## src/rtl/fifo_burst_ctrl.sv

```systemverilog
// Push-button driven burst controller for a bank of NUM_CH FIFOs.
// Optional stall abort is enabled by defining FIFO_CTRL_TIMEOUT_EN.
module fifo_burst_ctrl #(
   parameter int  NUM_CH      = 4,
   parameter int  BURST_W     = 4,
   parameter int  SYNC_STAGES = 2,
   parameter int  TIMEOUT     = 255,
   localparam int CH_W        = (NUM_CH > 1) ? $clog2(NUM_CH) : 1
) (
   input  logic               clock,
   input  logic               reset,
   input  logic               button,
   input  logic               wren,
   input  logic [CH_W-1:0]    ch_sel,
   input  logic [BURST_W-1:0] burst_len,
   input  logic [NUM_CH-1:0]  full,
   input  logic [NUM_CH-1:0]  empty,
   output logic [NUM_CH-1:0]  wen,
   output logic [NUM_CH-1:0]  ren,
   output logic               busy,
   output logic               done,
   output logic               err
);

   localparam int REM_W = BURST_W + 1;

   typedef enum logic [1:0] {
      S_IDLE  = 2'd0,
      S_WRITE = 2'd1,
      S_READ  = 2'd2,
      S_DONE  = 2'd3
   } state_t;

   state_t                  state_q;
   state_t                  state_d;
   logic [SYNC_STAGES-1:0]  sync_q;
   logic                    btn_prev_q;
   logic                    req;
   logic [NUM_CH-1:0]       ch_q;
   logic [REM_W-1:0]        remaining_q;
   logic [NUM_CH-1:0]       sel_oh;
   logic                    ch_valid;
   logic                    reject;
   logic                    accept;
   logic                    in_burst;
   logic                    gate_ok;
   logic                    strobing;
   logic                    abort;
   logic [REM_W-1:0]        len_init;

   // Button synchroniser and rising-edge detector
   always_ff @(posedge clock or negedge reset) begin
      if (!reset) begin
         sync_q     <= '0;
         btn_prev_q <= 1'b0;
      end else begin
         sync_q     <= {sync_q[SYNC_STAGES-2:0], button};
         btn_prev_q <= sync_q[SYNC_STAGES-1];
      end
   end

   assign req = sync_q[SYNC_STAGES-1] & ~btn_prev_q;

   // Out-of-range ch_sel decodes to all-zero, which doubles as the range check
   always_comb begin
      sel_oh = '0;
      for (int unsigned i = 0; i < NUM_CH; i++) begin
         if (ch_sel == CH_W'(i)) sel_oh[i] = 1'b1;
      end
   end

   assign ch_valid = |sel_oh;
   assign reject   = !ch_valid || (wren ? |(sel_oh & full) : |(sel_oh & empty));
   assign accept   = (state_q == S_IDLE) && req && !reject;
   assign len_init = (burst_len == '0) ? {1'b1, {BURST_W{1'b0}}} : {1'b0, burst_len};

   assign in_burst = (state_q == S_WRITE) || (state_q == S_READ);
   assign gate_ok  = (state_q == S_WRITE) ? ~|(ch_q & full) : ~|(ch_q & empty);
   assign strobing = in_burst && gate_ok && !abort;

`ifdef FIFO_CTRL_TIMEOUT_EN
   localparam int STALL_W = (TIMEOUT > 1) ? $clog2(TIMEOUT + 1) : 1;

   logic [STALL_W-1:0] stall_q;

   // Abort fires in the cycle after the count reaches TIMEOUT, so no strobe leaks out
   assign abort = in_burst && (stall_q == STALL_W'(TIMEOUT));

   always_ff @(posedge clock or negedge reset) begin
      if (!reset) begin
         stall_q <= '0;
      end else if (!in_burst || strobing) begin
         stall_q <= '0;
      end else if (!abort) begin
         stall_q <= stall_q + STALL_W'(1);
      end
   end
`else
   assign abort = 1'b0;
`endif

   // Latched request and burst counter
   always_ff @(posedge clock or negedge reset) begin
      if (!reset) begin
         ch_q        <= '0;
         remaining_q <= '0;
      end else if (accept) begin
         ch_q        <= sel_oh;
         remaining_q <= len_init;
      end else if (strobing && (remaining_q > REM_W'(1))) begin
         remaining_q <= remaining_q - REM_W'(1);
      end
   end

   always_ff @(posedge clock or negedge reset) begin
      if (!reset) state_q <= S_IDLE;
      else        state_q <= state_d;
   end

   always_comb begin
      state_d = S_IDLE;
      case (state_q)
         S_IDLE: begin
            if (accept) state_d = wren ? S_WRITE : S_READ;
            else        state_d = S_IDLE;
         end
         S_WRITE, S_READ: begin
            if (abort)                                     state_d = S_IDLE;
            else if (strobing && remaining_q == REM_W'(1)) state_d = S_DONE;
            else                                           state_d = state_q;
         end
         S_DONE:  state_d = S_IDLE;
         default: state_d = S_IDLE;
      endcase
   end

   always_comb begin
      wen  = '0;
      ren  = '0;
      busy = 1'b0;
      done = 1'b0;
      err  = 1'b0;
      case (state_q)
         S_IDLE: err = req && reject;
         S_WRITE: begin
            busy = 1'b1;
            err  = abort;
            if (strobing) wen = ch_q;
         end
         S_READ: begin
            busy = 1'b1;
            err  = abort;
            if (strobing) ren = ch_q;
         end
         S_DONE:  done = 1'b1;
         default: ;
      endcase
   end

endmodule
```

## config.mk

```make
export PLATFORM = sky130hd
export DESIGN_NAME = fifo_burst_ctrl
export DESIGN_NICKNAME = d
export VERILOG_FILES = /design/src/rtl/fifo_burst_ctrl.sv
export SDC_FILE = /design/constraint.sdc
export NUM_CORES = 1
export LEC_CHECK = 0
export ABC_AREA = 1
export ABC_CLOCK_PERIOD_IN_PS = 2600
export BUFFER_PORTS_ARGS = -buffer_cell sky130_fd_sc_hd__buf_2
export CAP_MARGIN = 10
export CELL_PAD_IN_SITES_DETAIL_PLACEMENT = 0
export CELL_PAD_IN_SITES_GLOBAL_PLACEMENT = 2
export CORE_ASPECT_RATIO = 0.7
export CORE_UTILIZATION = 28
export DETAILED_ROUTE_END_ITERATION = 7
export HOLD_SLACK_MARGIN = 0.02
export PLACE_DENSITY = 0.87
export SLEW_MARGIN = 20
export SYNTH_ARGS = -nofsm -noshare
export SYNTH_HDL_FRONTEND = slang
export SYNTH_SLANG_ARGS = --single-unit
```

## constraint.sdc

```tcl
create_clock -name clock -period 2.6 [get_ports clock]
set_clock_uncertainty 0.05 [all_clocks]
set_input_delay 0.78 -clock clock [delete_from_list [all_inputs] [get_ports clock]]
set_output_delay 0.78 -clock clock [all_outputs]
set_load 0.01 [all_outputs]
```

==> results.md <==
* Outcome: completed
* Met1 wire length at 1530 um
* Die Height at 54.9 um
* Top Layer Used: met3
* CTS clk-pin slew, worst paths at 60 ps
* Sequential share of the synthesized area at 0.313
* Pwr per Cell Area at 792 nW/um2
* CTS tree: built
* Worst-path cell chain: buf_2 > nand2_1 > nand2_1 > o21ai_2 > nand3_2 > nor3b_1 > buf_2
* Post-Route WL at 2780 um
* LEAKAGE at 0.808 nW
* Fillcell total at 414
* Initial Util at 0.305
* NumNets Final at 220
* Residual DRC at 0
* Hold EP: sync_q[1]
* Num CTS Buffers at 3
* Vias at 1,084
* Root Buffer Master: clkbuf_8
* Met2 WL post-DR at 1130 um
* Crit path launch: empty[0]
* Vias in the first global route at 963
* Drt first pass iters at 3
* Setup Fix Bufs, Post-CTS at 0
* Count of buffers from port buffering at 28
* Crit path arrival time at 1700 ps
* Fmax achieved at 395 MHz
* Synth Cell Area at 1120 um2
* Hold Path Stages at 0
* Initial antenna violation count at 0
* Least-Margin Pin Slew at 341 ps
* Worst R2R Setup Slack at 800 ps
* RD Place Congestion at 0.751
* Placed Area at 1330 um2
* Core box area at 3670 um2
* Multi-input gate area at 702 um2
* Reg area at 352 um2
* Mean Syn Cell Area at 6.99 um2
* Hold Path Class: reg -> reg
* Cells after Synth at 160
* Global-route wire length before repair at 4450 um
* Worst r2r src: state_q[0]
* Max Cap Viol at 0
* WP data required at 1770 ps
* # diodes at 0
* CP max stage delay at 210 ps
* Synthesized Nets at 185
* Slew Limit Fails at 0
* Crit path max-delay cell type: nor3b_1
* Clock buffer depth at 2
* Final Hold Viols at 0
* Register-to-Register Path Depth at 8
* Clk_lat worst skew at 250 ps
* Period utilization at 0.973
* Die area at 4260 um2
* 1st-iter DRT viols at 19
* CP Capture Type: output pin
* Crit Path Max Fanout at 5
* All-layer global routing usage at 0.140
* R2r endpoint: remaining_q[4]
* Total congestion overflow at 0
* Area delta synth->final at 28.3%
* Share of layout cells above drive strength 1 at 0.289
* Clk sinks at 14
* Pin count of the biggest net entering global routing at 19
* Post-DP HPWL at 2230 um
* Final Instance Area at 1440 um2
* Post-detailed-route count of antenna-violating nets at 0
* Fin Setup TNS at 0 ps
* Met3 wire length at 124 um
* Post-synth cell types at 24
* Final setup fails at 0
* Synth warn at 0
* CTS H-tree depth at 1
* Core Rows at 18
* Critical path class: in -> out
* Critical hold path startpoint: sync_q[0]
* #FFs+latches synth at 14
* Rel. slew slack at 0.772
* CP Launch Type: primary input
* Die Wd at 77.5 um
* Avg WL per Cell at 11.4 um
* Post-layout min period at 2530 ps
* Maximum vdd drop at 373 uV
* Top Ports at 29
* Vias per cell at 4.44
* RSZ-0062 raised after global routing: false
## worst max-delay path by stage
stage | end | slack, ps | cells past startpoint
after floorplan | err | 80 | 8
after global placement | err | 30 | 9
after detailed placement | err | 40 | 9
after CTS | ren[2] | 20 | 7
after global routing | ren[1] | 10 | 7
final | ren[0] | 70 | 7
## cell usage in the layout (no fill, tap or decap), types with 2 or more instances in the layout
cell	count
buf_2	28
buf_4	4
clkbuf_8	4
dfrtp_1	13
ha_1	5
ha_4	2
inv_1	22
inv_2	3
nand2_1	47
nand2_2	2
nand2_4	2
nand3_1	23
nand3_2	2
nand3b_1	3
nand4_1	5
nor2_1	10
nor3b_1	2
o21ai_1	2
o21ai_2	3
xor2_1	3
## per-layer routing
metal | GRT usage | up-vias
li1 | - | 579
met1 | 0.192 | 484
met2 | 0.220 | 21
met3 | 0.0417 | 0
met4 | 0.0283 | 0
met5 | 0 | -
## metrics by stage
stage / hold WS (ps) / setup WS [ps] / util / total power, mW / std cells
after floorplan: 281 / 84.9 / - / 0.738 / 160
after global placement: 293 / 25.9 / 0.363 / 0.883 / 240
after detailed placement: 303 / 44.6 / 0.363 / 0.888 / 240
after CTS: 318 / 21.7 / 0.379 / 1.11 / 244
after global routing: 332 / 13.7 / 0.391 / 1.24 / 244
final: 313 / 69.0 / 0.391 / 1.14 / 244
## kinds of logic (layout without fill, tap and decap cells)
kind of cell	count (synthesis)	count (layout)	share of synthesized area
XOR/XNOR	3	3	0.0235
adder cells (fa/ha/maj)	7	7	0.0783
AND/OR/NAND/NOR	102	102	0.443
AO/OA/AOI/OAI	7	7	0.0414
flip-flops	14	14	0.313
buffers and inverters	27	61	0.101
## state kept, by name (all words and copies together) (netlist names)
signal       count
ch_q             4
remaining_q      5
state_q          2
sync_q           2
btn_prev_q       1
## area by class of cell
cell class / count / share of cell area
Tap cell: 50 / 0.0436
Multi-Input combinational cell: 119 / 0.489
Clock buffer: 4 / 0.0384
Sequential cell: 14 / 0.245
Inverter: 25 / 0.0654
Timing Repair Buffer: 32 / 0.119
## power breakdown
part / internal [mW] / total (mW) / switching [mW] / leakage, nW
registers: 0.284 / 0.352 / 0.0676 / 0.176
clock network: 0.134 / 0.213 / 0.0790 / 0.0288
logic: 0.228 / 0.572 / 0.344 / 0.603
## synthesized netlist by cell type
master	number	area, um2
nor3_4	1	16.3
a21oi_1	1	5.00
nor2_1	10	37.5
o21ai_2	3	26.3
ha_1	7	87.6
inv_2	2	7.51
nor2_2	1	6.26
nand2_1	47	176
nand3_2	1	10.0
nor3b_1	3	22.5
nor3_1	1	5.00
buf_4	1	7.51
nand4_1	5	31.3
o21ai_1	1	5.00
nor4_1	2	12.5
o21ai_0	2	10.0
dfrtp_1	14	350
buf_6	1	11.3
nand3_1	24	120
nand2_2	2	12.5
xor2_1	3	26.3
nand3b_1	3	22.5
inv_1	23	86.3
nand2_4	2	22.5
## critical path: cells and delay by family
| family | cells | cell delay, ps |
|---|---|---|
| AOI/OAI and AO/OA | 1 | 150 |
| buffers and inverters | 2 | 270 |
| and+or+nand+nor | 4 | 500 |
## repair_timing
item / 4_1_cts / 5_1_grt
resized for setup: 2 / 9
cloned: 0 / 0
pin swaps: 0 / 1
hold endpoints to repair: 0 / 0
setup endpoints to repair: 4 / 9
hold buffers: 0 / 0
No activity file was read; power rests on OpenSTA's default activity.
